$ cat src/rtl/alert_pkg.sv
`default_nettype none
// ============================================================================
//  Module : alert_pkg
//  Brief  : Shared types, widths and helpers for the alert scheduler slice.
//  Rev    : 1.0  initial release
// ============================================================================
package alert_pkg;

    localparam int ID_W   = 2;
    localparam int MAX_CH = 4;

    typedef enum logic [1:0] {
        IDLE     = 2'd0,
        BEEP_ON  = 2'd1,
        BEEP_OFF = 2'd2,
        HOLDOFF  = 2'd3
    } state_e;

    function automatic logic [MAX_CH-1:0] onehot(input logic [ID_W-1:0] id);
        return MAX_CH'(1) << id;
    endfunction

endpackage
`default_nettype wire

$ cat src/rtl/alert_scheduler_if.sv
`default_nettype none
// ============================================================================
//  Module : alert_scheduler_if
//  Brief  : Request / beeper-drive bundle between validation logic and speaker.
//  Rev    : 1.0  initial release
// ============================================================================
interface alert_scheduler_if #(
    parameter int N_CH = 3
) ();

    logic                       ena;
    logic [N_CH-1:0]            req;
    logic                       spk_out;
    logic [N_CH-1:0]            spk_sel;
    logic [alert_pkg::ID_W-1:0] grant_id;
    logic                       busy;

    modport master (
        output ena,
        output req,
        input  spk_out,
        input  spk_sel,
        input  grant_id,
        input  busy
    );

    modport slave (
        input  ena,
        input  req,
        output spk_out,
        output spk_sel,
        output grant_id,
        output busy
    );

endinterface
`default_nettype wire

$ cat src/rtl/alert_rr_arbiter.sv
`default_nettype none
// ============================================================================
//  Module : alert_rr_arbiter
//  Brief  : Combinational direction pick plus round-robin pointer register.
//           ALERT_FIXED_PRIO_EN selects lowest-index-wins with no pointer.
//  Rev    : 1.0  initial release
// ============================================================================
module alert_rr_arbiter
    import alert_pkg::*;
#(
    parameter int N_CH = 3
) (
    input  logic             clk,
    input  logic             rst,
    input  logic [N_CH-1:0]  i_req,
    input  logic             i_take,
    output logic             o_valid,
    output logic [ID_W-1:0]  o_grant
);

`ifdef ALERT_FIXED_PRIO_EN

    logic w_unused_ok;
    assign w_unused_ok = ^{clk, rst, i_take};

    always_comb begin
        o_valid = |i_req;
        o_grant = '0;
        for (int k = N_CH - 1; k >= 0; k--) begin
            if (i_req[k]) begin
                o_grant = ID_W'(k);
            end
        end
    end

`else

    logic [ID_W-1:0] r_rr_ptr;
    logic [ID_W:0]   w_cand;
    logic            w_found;

    // Search upward from the pointer, folding the index back below N_CH.
    always_comb begin
        o_valid = |i_req;
        o_grant = '0;
        w_found = 1'b0;
        w_cand  = '0;
        for (int k = 0; k < N_CH; k++) begin
            w_cand = {1'b0, r_rr_ptr} + (ID_W+1)'(k);
            if (w_cand >= (ID_W+1)'(N_CH)) begin
                w_cand = w_cand - (ID_W+1)'(N_CH);
            end
            if (!w_found && i_req[w_cand[ID_W-1:0]]) begin
                w_found = 1'b1;
                o_grant = w_cand[ID_W-1:0];
            end
        end
    end

    always_ff @(posedge clk or posedge rst) begin
        if (rst) begin
            r_rr_ptr <= '0;
        end else if (i_take) begin
            r_rr_ptr <= (o_grant == ID_W'(N_CH - 1)) ? '0 : o_grant + ID_W'(1);
        end
    end

`endif

endmodule
`default_nettype wire

$ cat src/rtl/alert_scheduler.sv
`default_nettype none
// ============================================================================
//  Module : alert_scheduler
//  Brief  : Shares one beeper between N_CH direction requests; each grant plays
//           (id+1) beeps then a silent holdoff. Arbitration mode is selected
//           by ALERT_FIXED_PRIO_EN (see alert_rr_arbiter).
//  Rev    : 1.0  initial release
// ============================================================================
module alert_scheduler
    import alert_pkg::*;
#(
    parameter int N_CH           = 3,
    parameter int BEEP_CYCLES    = 1000,
    parameter int GAP_CYCLES     = 1000,
    parameter int HOLDOFF_CYCLES = 4000,
    parameter int CNT_W          = 27
) (
    input  logic              clk,
    input  logic              rst,
    alert_scheduler_if.slave  bus
);

    localparam logic [1:0] c_IDLE     = IDLE;
    localparam logic [1:0] c_BEEP_ON  = BEEP_ON;
    localparam logic [1:0] c_BEEP_OFF = BEEP_OFF;
    localparam logic [1:0] c_HOLDOFF  = HOLDOFF;

    localparam logic [CNT_W-1:0] c_BEEP_LOAD = CNT_W'(BEEP_CYCLES - 1);
    localparam logic [CNT_W-1:0] c_GAP_LOAD  = CNT_W'(GAP_CYCLES - 1);
    localparam logic [CNT_W-1:0] c_HOLD_LOAD = CNT_W'(HOLDOFF_CYCLES - 1);

    logic [1:0]        r_state;
    logic [CNT_W-1:0]  r_timer;
    logic [ID_W-1:0]   r_beep_cnt;
    logic              r_spk_out;
    logic [N_CH-1:0]   r_spk_sel;
    logic [ID_W-1:0]   r_grant_id;
    logic              r_busy;

    logic              w_valid;
    logic [ID_W-1:0]   w_grant;
    logic              w_take;
    logic [MAX_CH-1:0] w_onehot;

    assign w_take   = (r_state == c_IDLE) && bus.ena && w_valid;
    assign w_onehot = onehot(w_grant);

    alert_rr_arbiter #(
        .N_CH    (N_CH)
    ) u_arb (
        .clk     (clk),
        .rst     (rst),
        .i_req   (bus.req),
        .i_take  (w_take),
        .o_valid (w_valid),
        .o_grant (w_grant)
    );

    always_ff @(posedge clk or posedge rst) begin
        if (rst) begin
            r_state    <= c_IDLE;
            r_timer    <= '0;
            r_beep_cnt <= '0;
            r_spk_out  <= 1'b0;
            r_spk_sel  <= '0;
            r_grant_id <= '0;
            r_busy     <= 1'b0;
        end else if (!bus.ena) begin
            // Disabling abandons any burst outright; the arbiter pointer is kept.
            r_state    <= c_IDLE;
            r_timer    <= '0;
            r_beep_cnt <= '0;
            r_spk_out  <= 1'b0;
            r_spk_sel  <= '0;
            r_grant_id <= '0;
            r_busy     <= 1'b0;
        end else begin
            case (r_state)
                c_IDLE: begin
                    if (w_valid) begin
                        r_state    <= c_BEEP_ON;
                        r_timer    <= c_BEEP_LOAD;
                        r_beep_cnt <= w_grant;
                        r_spk_out  <= 1'b1;
                        r_spk_sel  <= w_onehot[N_CH-1:0];
                        r_grant_id <= w_grant;
                        r_busy     <= 1'b1;
                    end
                end
                c_BEEP_ON: begin
                    if (r_timer == '0) begin
                        r_state   <= c_BEEP_OFF;
                        r_timer   <= c_GAP_LOAD;
                        r_spk_out <= 1'b0;
                    end else begin
                        r_timer <= r_timer - CNT_W'(1);
                    end
                end
                c_BEEP_OFF: begin
                    if (r_timer != '0) begin
                        r_timer <= r_timer - CNT_W'(1);
                    end else if (r_beep_cnt != '0) begin
                        r_state    <= c_BEEP_ON;
                        r_timer    <= c_BEEP_LOAD;
                        r_beep_cnt <= r_beep_cnt - ID_W'(1);
                        r_spk_out  <= 1'b1;
                    end else begin
                        r_state   <= c_HOLDOFF;
                        r_timer   <= c_HOLD_LOAD;
                        r_spk_sel <= '0;
                    end
                end
                c_HOLDOFF: begin
                    if (r_timer == '0) begin
                        r_state    <= c_IDLE;
                        r_busy     <= 1'b0;
                        r_grant_id <= '0;
                    end else begin
                        r_timer <= r_timer - CNT_W'(1);
                    end
                end
                default: begin
                    r_state <= c_IDLE;
                end
            endcase
        end
    end

    assign bus.spk_out  = r_spk_out;
    assign bus.spk_sel  = r_spk_sel;
    assign bus.grant_id = r_grant_id;
    assign bus.busy     = r_busy;

endmodule
`default_nettype wire

$ cat src/flat_wrapper.sv
// flat-port wrapper written by rule: the top's interface ports become plain ports
module alert_scheduler_flat import alert_pkg::*;
#(
    parameter int N_CH           = 3,
    parameter int BEEP_CYCLES    = 1000,
    parameter int GAP_CYCLES     = 1000,
    parameter int HOLDOFF_CYCLES = 4000,
    parameter int CNT_W          = 27
)
  (clk, rst, bus_ena, bus_req, bus_spk_out, bus_spk_sel, bus_grant_id, bus_busy);
  alert_scheduler_if #(.N_CH(N_CH)) bus_i ();
  input  logic clk;
  input  logic rst;
  input wire logic [$bits(bus_i.ena)-1:0] bus_ena;
  input wire logic [$bits(bus_i.req)-1:0] bus_req;
  output wire logic [$bits(bus_i.spk_out)-1:0] bus_spk_out;
  output wire logic [$bits(bus_i.spk_sel)-1:0] bus_spk_sel;
  output wire logic [$bits(bus_i.grant_id)-1:0] bus_grant_id;
  output wire logic [$bits(bus_i.busy)-1:0] bus_busy;
  assign bus_i.ena = bus_ena;
  assign bus_i.req = bus_req;
  assign bus_spk_out = bus_i.spk_out;
  assign bus_spk_sel = bus_i.spk_sel;
  assign bus_grant_id = bus_i.grant_id;
  assign bus_busy = bus_i.busy;
  alert_scheduler #(.N_CH(N_CH), .BEEP_CYCLES(BEEP_CYCLES), .GAP_CYCLES(GAP_CYCLES), .HOLDOFF_CYCLES(HOLDOFF_CYCLES), .CNT_W(CNT_W)) u_core (.clk(clk), .rst(rst), .bus(bus_i));
endmodule
$ cat config.mk
export PLATFORM = sky130hd
export DESIGN_NAME = alert_scheduler_flat
export DESIGN_NICKNAME = d
export VERILOG_FILES = /design/src/rtl/alert_pkg.sv /design/src/rtl/alert_scheduler_if.sv /design/src/rtl/alert_rr_arbiter.sv /design/src/rtl/alert_scheduler.sv /design/src/flat_wrapper.sv
export SDC_FILE = /design/constraint.sdc
export NUM_CORES = 1
export LEC_CHECK = 0
export BUFFER_PORTS_ARGS = -buffer_cell sky130_fd_sc_hd__buf_2
export CORE_AREA = 2 2 74 83
export CTS_CLUSTER_DIAMETER = 150
export DETAILED_ROUTE_END_ITERATION = 10
export DIE_AREA = 0 0 76 85
export SLEW_MARGIN = 20
export SYNTH_ARGS = -nofsm -noshare
export SYNTH_HDL_FRONTEND = slang
export SYNTH_SLANG_ARGS = --single-unit
export TNS_END_PERCENT = 50
$ cat constraint.sdc
create_clock -name clk -period 2.49 [get_ports clk]
set_input_delay 0.747 -clock clk [delete_from_list [all_inputs] [get_ports clk]]
set_output_delay 0.747 -clock clk [all_outputs]
set_load 0.02 [all_outputs]
# Word-level counts from Yosys, hierarchy flattened
# Cells that the tools add are included.
[word_totals]
reg_bits = 40
latchBits = 0
ramBits = 0
romBits = 0
input_bits = 6
mem_count = 0
[op_classes]
n_addsub = 8
mul = 0
div = 0
n_lt_le_gt_ge = 6
eq_ne = 14
n_shift = 1
muxes = 49
bitwise = 0
n_reduce_logical = 17
[ops]
columns = ["operator", "count"]
rows = [
  ["$mux 27", 5],
  ["$pmux 27 s4", 1],
  ["$mux 2", 18],
  ["$logic_not 27->1", 1],
  ["$reduce_bool 27->1", 1],
  ["$sub 27x1->27 const B", 1],
  ["$mux 12", 1],
  ["$mux 3", 4],
  ["$ne 3x2->1 const B", 4],
  ["$reduce_and 4->1", 3],
  ["$mux 1", 11],
  ["$lt 2x3->1 const B", 3],
  ["$ne 3x3->1 const B", 3],
  ["$pmux 2 s2", 2],
  ["$pmux 2 s4", 1],
  ["$bmux 1 s2", 3],
  ["$eq 2x2->1 const B", 3],
  ["$ge 3x2->1 const B", 2],
  ["$ne 3x1->1 const B", 2],
  ["$pmux 3 s2", 1],
  ["$sub 2x2->2 const B", 3],
  ["$reduce_and 5->1", 1],
  ["$logic_and 1x1->1", 4],
  ["$ne 4x1->1 const B", 1],
  ["15 further kinds", 16],
]

# Longest topological paths before layout
# Gate-level depths: netlist of run 1.
[depth]
word_depth = 15
ltp_mapped = 10
mapped_depth_nobuf = 8

# Modules after synthesis
# Synthesis of run 1 repeated with hierarchy kept, for this count alone.
[unflattened]
cells_unflattened = 317
area_unflattened_um2 = 2796.4
[modules_own_cells]
columns = ["module", "instances", "cells_per_inst", "area_each_um2", "seq_area_each_um2"]
rows = [
  ["alert_scheduler", 1, 286, 2528.7, 950.9],
  ["alert_rr_arbiter", 1, 31, 267.8, 50.0],
]

# Worst setup path after synthesis of run 1
# OpenSTA, ideal clock, no wires.
[synth_path]
kind = "flip-flop to flip-flop"
start = "register u_core.r_timer[4]"
end = "register u_core.r_timer[19]"
setup_ps = 119
t_arrival_ps = 2282
t_required_ps = 2371
path_slack_ps = 90
path_stages_with_launch = 9
period_less_slack_ps = 2400
cell_sequence = "dfrtp_1 > or4_1 > buf_2 > nor4_4 > nand3_2 > maj3_2 > a21oi_2 > buf_4 > nor2_1"
[synth_between]
elab_chain_cells = 4
elab_cells_between_ends = 10
[synth_lines]
columns = ["element", "line_no", "source"]
rows = [
  ["from (decl)", "alert_scheduler.sv:33", "logic [CNT_W-1:0] r_timer;"],
  ["from (signal assigned)", "alert_scheduler.sv:82", "r_timer <= c_BEEP_LOAD;"],
  ["from (signal assigned)", "alert_scheduler.sv:93", "r_timer <= c_GAP_LOAD;"],
  ["from (signal assigned)", "alert_scheduler.sv:96", "r_timer <= r_timer - CNT_W'(1);"],
  ["$sub 27x1->27, or another cell as far along", "alert_scheduler.sv:96, alert_scheduler.sv:101, alert_scheduler.sv:119", ""],
  ["$mux 27, on equally long branches", "alert_scheduler.sv:114, alert_scheduler.sv:91, alert_scheduler.sv:100", ""],
  ["$pmux 27 s4", "alert_scheduler.sv:78", "case (r_state)"],
  ["$mux 27", "alert_scheduler.sv:68", "end else if (!bus.ena) begin"],
]
# Several ways; a longest one is shown, not always the timed one. The select of a mux whose other input is x is not followed.
# A chain may end at the register's enable or synchronous reset.

# Final worst setup path of run 1
[layout_path]
start = "register u_core.r_timer[13]"
end = "register u_core.r_timer[0]"
[layout_between]
elab_chain_cells = 4
elab_cells_between_ends = 8
[layout_lines]
columns = ["element", "line_no"]
rows = [
  ["$reduce_bool 27->1 or $logic_not 27->1 (tied branches)", "alert_scheduler.sv:100, alert_scheduler.sv:91, alert_scheduler.sv:114"],
  ["$mux 27, on equally long branches", "alert_scheduler.sv:100, alert_scheduler.sv:91"],
  ["$pmux 27 s4", "alert_scheduler.sv:78"],
  ["$mux 27", "alert_scheduler.sv:68"],
]
# Several ways; a longest one is shown, not always the timed one.

==> metrics.txt, run 1 <==
Top FF cell, synth dfrtp_1; Finished Core Util 0.516; Crit. End Element flop; XOR/XNOR Fraction of Synth Area 0.0547; Synth Area in Simple Gates 0.295; complex-gate fraction of the synthesized area 0.150; DIE AREA between 6000 and 7000 um2; I/O pin count 13; ratio of cells with drive above 1 in the final layout 0.223; Synth Instances approximately 270; Chip Width around 76 um; period utilization 0.958; setup tns final 0 ps; ys async rst share 1.00; leakage power around 1.3 nW; Unique masters post-synth 52; CTS buffer count 5; status completed; highest fanout seen on the critical path 8; type of the worst min-delay path flop to flop; # hold bufs at CTS 0; gpl congestion 0.864; largest family of logic cells by synthesized area simple AND/OR/NAND/NOR gates; peak supply drop approximately 250 uV; DRT Pass-1 Iters 4; CTS root buffer clkbuf_8; largest net degree at the start of global routing 41; gr usage total 0.203; RSZ-0062 raised after global routing false; drt drc 0; Setup Viol. Count Final 0; routed length per instance between 15 and 20 um; dpl cells approximately 390; CTS max path bufs 2; mux contribution to synthesized area 0.00416; Setup Skew around 6.5 ps; Starting Density 0.427; most common cell after layout, fill and taps aside dfrtp_1; Power Density 600 nW/um2; area share of the largest cell type after synthesis 0.416; worst skew pair latency about 290 ps; HPWL after DPL approximately 4500 um; Antenna diodes 0; DP Area 2780 um2; endpoints failing hold 0; register area share after synthesis 0.416; worst relative slew slack 0.629; Clock Sink Count 40; remaining antenna violation count 0; Core Rows 29; Max Fclk approximately 0.42 GHz; final cell count without fillers 395; H-tree depth 2; first-pass GRT wire length ~11,000 um; most frequent cells in the layout dfrtp_1 (40), nor2_1 (39), buf_4 (34); CTS tree done; Total Routed Length 6050 um; design area between 2000 and 3000 um2; fill count 560; Synth Area in Adders 0.0349; die height around 85 um; I/O Buffers 12; data arrival time of the critical path roughly 2600 ps; Worst Setup Start Kind flop; Core ar. approximately 5600 um2; Final Slew Violations 0; max cap viols 0; kind of critical path flop to flop; post-synth net total 285; total congestion overflow 0; Vias/cell about 5.4; Period minus WS final between 2000 and 2500 ps; Post-Syn Area per Cell around 8.8 um2; FF+latch count, synth 40; antenna violations before repair 0; routed via count between 2,000 and 2,500; vias in the first global route 2,159; critical path data required time 2710 ps; Final #Nets around 330; EDFF count, synth 0; cell area after synthesis around 2400 um2; Worst Max-Slew Pin Slew ~550 ps; Area Overhead vs Synth 20.7%; warnings from Yosys 0; Clock Pin Slew Worst Setup and Hold Paths 80 ps; leading area contributor after synthesis dfrtp_1; Initial DRC Count ~120; Synth area leaders dfrtp_1 (42%), nor2_1 (6.2%), xnor2_1 (5.5%)
-- path summary, 6_finish.rpt --
kind | endpoint | cells after the start | start | slack [ps]
max in group asynchronous | u_core.r_state[0] | 3 | rst | 1560
min in group asynchronous | u_core.r_timer[18] | 3 | rst | 570
max | u_core.r_timer[0] | 7 | u_core.r_timer[13] | 100
min | u_core.bus.grant_id[0] | 2 | u_core.bus.grant_id[0] | 510
min reg2reg | u_core.bus.grant_id[0] | 2 | u_core.bus.grant_id[0] | 510
max reg2reg | u_core.r_timer[0] | 7 | u_core.r_timer[13] | 100
-- kinds of logic after synthesis --
kind of cell             count (synthesis)
AO/OA/AOI/OAI                           58
XOR/XNOR                                15
adder cells (fa/ha/maj)                  7
buffers and inverters                   26
flip-flops                              40
multiplexers                             1
AND/OR/NAND/NOR                        127
-- state kept, by name, summed over array words and instances, names as in the netlist --
register               count
u_core.bus.spk_out         1
u_core.u_arb.r_rr_ptr      2
u_core.r_beep_cnt          2
u_core.bus.spk_sel         3
u_core.r_state             2
u_core.bus.busy            1
u_core.r_timer            27
u_core.bus.grant_id        2
-- metrics by stage --
stage | setup WS (ps) | hold slack, ps | power (mW)
3_5_place_dp | 70.0 | 495 | 1.31
2_1_floorplan | 89.6 | 502 | 1.13
4_1_cts | 66.2 | 514 | 1.75
5_1_grt | 2.05 | 545 | 1.87
3_3_place_gp | 116 | 483 | 1.30
6_report | 104 | 508 | 1.74
-- layout make-up --
| class | count | area (um2) | share of cell area |
|---|---|---|---|
| inverters | 14 | 52.6 | 0.0181 |
| multi-input cells | 208 | 1320 | 0.454 |
| clock inverters | 3 | 18.8 | 0.00647 |
| well taps | 77 | 96.3 | 0.0332 |
| clock buffers | 5 | 68.8 | 0.0237 |
| flip-flops and latches | 40 | 1000 | 0.345 |
| repair buffers | 48 | 347 | 0.119 |
-- cells in the mapped netlist, types with 3 or more instances --
master	count
xnor2_1	15
nor2_1	40
nor2b_1	3
nor4b_1	4
inv_1	14
nor3b_1	3
o21ai_0	18
or4_1	8
dfrtp_1	40
o22ai_1	4
nand2_1	13
o21a_1	4
nand3_1	9
and3_1	4
ha_1	5
a21oi_1	10
nor4_1	10
buf_2	4
and2_1	3
a211oi_1	3
nor3_1	13
clkbuf_1	5
a31oi_1	4
-- worst max-delay path, stage by stage, from the launching register on --
cell and delay, ps:
dfrtp_1 410, or4_1 600, nor4_4 320, nand3_2 110
maj3_2 400, buf_4 180, and2_0 150, o22ai_1 130
-- timing repair --
action | in CTS | in global routing
setup endpoints to repair | 0 | 25
setup buffers | 0 | 1
resized for setup | 0 | 6
-- per-layer routing --
metal	global-route usage	share of wire	wire (um)	up-vias
met5	0	0	0	-
met4	0.0678	0.014	87	0
met3	0.0309	0.027	164	7
met2	0.339	0.49	2960	39
met1	0.274	0.47	2830	1024
li1	-	-	-	1073
-- power by group --
| group | internal (mW) | switching (mW) |
|---|---|---|
| Sequential | 0.714 | 0.0515 |
| Combinational | 0.236 | 0.307 |
| Clock | 0.195 | 0.235 |
(Power assumes the default switching activity.)
==> inputs of run 2 (changes only) <==
--- a/config.mk
+++ b/config.mk
@@ -5,7 +5,7 @@
 export SDC_FILE = /design/constraint.sdc
 export NUM_CORES = 1
 export LEC_CHECK = 0
-export BUFFER_PORTS_ARGS = -buffer_cell sky130_fd_sc_hd__buf_2
+export BUFFER_PORTS_ARGS = -buffer_cell sky130_fd_sc_hd__buf_4
 export CORE_AREA = 2 2 74 83
 export CTS_CLUSTER_DIAMETER = 150
 export DETAILED_ROUTE_END_ITERATION = 10
==> metrics.txt, run 2 (synthesis results as in run 1) <==
Min-Delay Endpoint u_core.bus.grant_id[0]; flop2flop setup slack 120 ps (+20 ps); most common cell after layout, fill and taps aside buf_4; H-tree depth 2 (unchanged); Area Overhead vs Synth 24.6%; setup tns final 0 ps (unchanged); Worst Max-Slew Pin Slew 597 ps (+44.4 ps); Crit. End Element flop; # hold bufs at CTS 0 (unchanged); fill count 534 (-4.6%); max reg flops 27 (unchanged); number of cells on the worst reg-to-reg path 8 (+1); DP Area 2820 um2 (+1.3%); Clock Sink Count 40 (unchanged); total congestion overflow 0 (unchanged); drt drc 0 (unchanged); RR Endpoint u_core.r_timer[15]; Setup Viol. Count Final 0 (unchanged); M1 GR Usage 0.255 (-0.0186); status completed; Min-Delay Startpoint u_core.bus.grant_id[0]; routed length per instance 15.5 um (+1.3%); Worst Hold Path Cells 2 (unchanged); Core ar. 5620 um2 (unchanged); routed via count 2,185 (+2.0%); Total Routed Length 6110 um (+1.1%); type of the worst min-delay path flop to flop; Max Fclk 0.422 GHz (+0.67%); I/O Buffers 12 (unchanged); data arrival time of the critical path 2560 ps (-40 ps); Setup Skew 8.95 ps (+2.43 ps); gr usage total 0.202 (-0.00128); kind of critical path flop to flop; Worst Setup SP u_core.r_timer[13]; leakage power 1.32 nW (+1.3%); Clock Pin Slew Worst Setup and Hold Paths 90 ps (about the same); most frequent cells in the layout buf_4 (45), dfrtp_1 (40), nor2_1 (39); HPWL after DPL 4410 um (-1.6%); ratio of cells with drive above 1 in the final layout 0.246 (+0.0228); highest fanout seen on the critical path 7 (-1); CTS tree done; peak supply drop 265 uV (+7.0%); critical path data required time 2680 ps (-30 ps); Final Slew Violations 0 (unchanged); gpl congestion 0.854 (-1.1%); Core Rows 29 (unchanged); met3 GRT Util 0.0372 (+0.00638); pre-CTS setup slack 54.9 ps (-15.1 ps); antenna violations before repair 0 (unchanged); Chip Width 76 um (unchanged); Antenna diodes 0 (unchanged); FF-to-FF Start u_core.r_timer[13]; worst relative slew slack 0.599 (-0.0298); Power Density 626 nW/um2 (+4.3%); first-pass GRT wire length 10,500 um (-0.40%); Period minus WS final 2370 ps (-16.0 ps); CTS buffer count 5 (unchanged); endpoints failing hold 0 (unchanged); worst skew pair latency 300 ps (about the same); Vias/cell 5.55 (+2.2%); PnR worst setup slack 120 ps (+16.0 ps); Final #Nets 327 (-0.30%); vias in the first global route 2,178 (+0.88%); DRT Pass-1 Iters 4 (unchanged); largest net degree at the start of global routing 41 (unchanged); die height 85 um (unchanged); remaining antenna violation count 0 (unchanged); DIE AREA 6460 um2 (unchanged); Worst Setup Start Kind flop; RSZ-0062 raised after global routing false; CTS root buffer clkbuf_8; period utilization 0.952 (-0.00642); Top reg by flops u_core.r_timer; design area 3000 um2 (+3.3%); max cap viols 0 (unchanged); Starting Density 0.427 (unchanged); M2 GR Usage 0.347 (+0.00731); CTS max path bufs 2 (unchanged); Initial DRC Count 102 (-17%); I/O pin count 13 (unchanged); gr busiest metal met2
run 2: changes by cell type in the layout (fill, tap and decap cells not counted), sizes merged:
cell      change
clkinv        -2
clkinvlp      +1
buf           -1
bufinv        +1
run 2: final cells by class:
class	instances	area [um2]	area share
multi-input cells	208	1360	0.453
flip-flops and latches	40	1000	0.334
repair buffers	47	378	0.126
well taps	77	96.3	0.0322
clock buffers	5	68.8	0.0230
inverters	14	52.6	0.0175
clock inverters	3	42.5	0.0142
run 2: worst max-delay path by stage:
stage	endpoint	slack, ps
floorplan	u_core.r_timer[19]	90
global placement	u_core.r_timer[7]	90
detailed placement	u_core.r_timer[13]	50
CTS	u_core.r_timer[7]	30
global route	u_core.r_timer[7]	0.6
finish	u_core.r_timer[15]	120
run 2: power by group:
part / leakage (nW) / internal, mW / switching [mW] / total [mW]
clock: 0.0541 / 0.297 / 0.251 / 0.548
sequential: 0.534 / 0.714 / 0.0509 / 0.765
combinational: 0.731 / 0.249 / 0.312 / 0.561
run 2: critical path, stage by stage, from the launching register on:
cell,delay [ps]
dfrtp_1,410
or4_4,570
buf_4,170
and4bb_2,340
and4_1,270
buf_4,190
nor2_1,80
xnor2_1,160
nor2_1,60
run 2: stage by stage:
stage / util / total power [mW] / instances / hold slack, ps
6_report: 0.533 / 1.87 / 394 / 521
5_1_grt: 0.533 / 1.98 / 394 / 560
4_1_cts: 0.520 / 1.87 / 393 / 519
3_5_place_dp: 0.501 / 1.32 / 385 / 499
3_3_place_gp: 0.501 / 1.31 / 385 / 495
2_1_floorplan: - / 1.13 / 274 / 502
run 2: layer usage:
metal,wire length [um],vias to the layer above
met2,2890,53
li1,-,1071
met4,137,0
met3,277,13
met5,0,-
met1,2810,1048
run 2: timing repair:
| action | 4_1_cts | 5_1_grt |
|---|---|---|
| hold endpoints to repair | 0 | 0 |
| setup buffers | 0 | 1 |
| gates resized for setup | 0 | 13 |
| endpoints found under the setup margin | 0 | 27 |
==> inputs of run 3 (changes only) <==
--- a/config.mk
+++ b/config.mk
@@ -6,10 +6,10 @@
 export NUM_CORES = 1
 export LEC_CHECK = 0
 export BUFFER_PORTS_ARGS = -buffer_cell sky130_fd_sc_hd__buf_4
-export CORE_AREA = 2 2 74 83
+export CORE_AREA = 2 2 83 92
 export CTS_CLUSTER_DIAMETER = 150
 export DETAILED_ROUTE_END_ITERATION = 10
-export DIE_AREA = 0 0 76 85
+export DIE_AREA = 0 0 85 94
 export SLEW_MARGIN = 20
 export SYNTH_ARGS = -nofsm -noshare
 export SYNTH_HDL_FRONTEND = slang
==> constraint.sdc (replaced) <==
create_clock -name clk -period 2 [get_ports clk]
set_input_delay 0.6 -clock clk [delete_from_list [all_inputs] [get_ports clk]]
set_output_delay 0.6 -clock clk [all_outputs]
set_load 0.02 [all_outputs]
==> metrics.txt, run 3 (synthesis results as in run 1) <==
status finished with violations; failing checks negative setup slack; Worst Max-Slew Pin Slew 596 ps (-1.04 ps); PnR worst setup slack -368 ps (-488 ps); RSZ-0062 raised after global routing true; Worst path top cell family by delay simple AND/OR/NAND/NOR gates; worst skew pair latency 300 ps (about the same); setup tns final -9490 ps (-9490 ps); most frequent cells in the layout buf_4 (90), dfrtp_1 (40), nor2_1 (39); slowest stage delay, CP 560 ps (about the same); I/O pin count 13 (unchanged); DRT Pass-1 Iters 4 (unchanged); RR Endpoint u_core.r_timer[13]; max cap viols 0 (unchanged); Antenna diodes 0 (unchanged); Starting Density 0.343 (-0.0843); antenna violations before repair 0 (unchanged); Bufs and invs on worst path 0 (-2); endpoints failing hold 0 (unchanged); fill count 653 (+22%); Setup Skew 11.2 ps (+2.27 ps); critical path data required time 2190 ps (-490 ps); Core ar. 7010 um2 (+25%); highest fanout seen on the critical path 3 (-4); drt drc 0 (unchanged); period utilization 1.18 (+0.232); HPWL after DPL 4790 um (+8.7%); Initial DRC Count 154 (+51%); Power Density 720 nW/um2 (+15%); DP Area 3150 um2 (+12%); CTS tree done; remaining antenna violation count 0 (unchanged); routed length per instance 15.1 um (-3.0%); Top reg by flops u_core.r_timer; ratio of cells with drive above 1 in the final layout 0.363 (+0.117); leakage power 1.55 nW (+17%); DIE AREA 7990 um2 (+24%); Register Area 1000 um2 (unchanged); Worst Setup Start Kind flop; Core Rows 32 (+10%); CP most frequent cell or4_4; Total Routed Length 6760 um (+11%); Area Overhead vs Synth 42.1%; routed via count 2,354 (+7.7%); worst relative slew slack 0.600 (+0.000700); total congestion overflow 0 (unchanged); CTS root buffer clkbuf_8; Clock Sink Count 40 (unchanged); worst-path cell chain or4_4, or4_4, or4_4, nor3_4, xnor2_2, nor2_1; flop2flop setup slack -370 ps (-490 ps); type of the worst min-delay path input port to asynchronous set/reset pin; peak supply drop 487 uV (+84%); max reg flops 27 (unchanged); most common cell after layout, fill and taps aside buf_4; vias in the first global route 2,449 (+12%); first-pass GRT wire length 11,700 um (+11%); FF-to-FF Start u_core.r_timer[4]; gpl congestion 0.821 (-3.9%); kind of critical path flop to flop; Final #Nets 374 (+14%); CTS buffer count 5 (unchanged); gr usage total 0.183 (-0.0196); number of cells on the worst reg-to-reg path 6 (-2); design area 3420 um2 (+14%); Setup Viol. Count Final 37 (+37); H-tree depth 2 (unchanged); CTS max path bufs 2 (unchanged); Clock Pin Slew Worst Setup and Hold Paths 90 ps (about the same); data arrival time of the critical path 2560 ps (about the same); Max stage delay cell, worst path or4_4; I/O Buffers 12 (unchanged); largest net degree at the start of global routing 41 (unchanged); Vias/cell 5.24 (-5.5%); Final Slew Violations 0 (unchanged); Chip Width 85 um (+12%); die height 94 um (+11%); Max Fclk 0.422 GHz (about the same); Period minus WS final 2370 ps (-1.52 ps); Crit. End Element flop; multi-input logic area 1430 um2 (+5.4%)
run 3: cell types whose count changed in the layout (fill, tap and decap cells not counted), moves of 3 or more:
cell	delta
buf_4	+45
o21ai_0	-7
o21ai_1	+7
and3_1	-3
and3_4	+3
run 3: per-stage QoR:
step / power (mW) / std cells / worst slack (ps) / hold WS (ps) / util
after global routing: 2.60 / 449 / -443 / 490 / 0.488
final: 2.46 / 449 / -368 / 420 / 0.488
after global placement: 1.73 / 435 / -383 / 506 / 0.449
after floorplan: 1.42 / 274 / -391 / 502 / -
after detailed placement: 1.75 / 435 / -427 / 526 / 0.449
after CTS: 2.45 / 448 / -334 / 444 / 0.480
run 3: cell type report:
cell class,instances,share of cell area
multi-input cells,209,0.419
well taps,85,0.0311
flip-flops and latches,40,0.293
repair buffers,93,0.210
clock inverters,2,0.0103
inverters,14,0.0154
clock buffers,6,0.0212
run 3: routing by layer:
layer | up-vias | GRT usage | part of all wire
met5 | - | 0 | 0
met4 | 0 | 0.0622 | 0.013
met3 | 8 | 0.0220 | 0.031
met2 | 38 | 0.307 | 0.48
met1 | 1138 | 0.242 | 0.47
li1 | 1170 | - | -
run 3: power breakdown:
part	switching [mW]	internal, mW
combinational	0.447	0.408
clock	0.296	0.371
sequential	0.0487	0.889
total	0.791	1.67
run 3: how the worst max path moves through the flow:
stage	start	end	depth (start not counted)	slack (ps)
final	u_core.r_timer[4]	u_core.r_timer[13]	6	-370
after global routing	u_core.r_timer[4]	u_core.r_timer[18]	8	-440
after CTS	u_core.r_timer[4]	u_core.r_timer[2]	8	-330
after detailed placement	u_core.r_timer[22]	u_core.r_timer[20]	7	-430
after global placement	u_core.r_timer[22]	u_core.r_timer[25]	7	-380
after floorplan	u_core.r_timer[4]	u_core.r_timer[13]	7	-390
run 3: timing repair:
action,in CTS,in global routing
pin swaps,8,2
setup buffers,4,1
endpoints found under the setup margin,38,38
hold buffers,0,0
cloned,1,0
endpoints found under the hold margin,0,0
gates resized for setup,21,11
run 3: tightest hold or removal path: stages:
cell   delay [ps]
buf_4         100
inv_1          40
buf_4         420
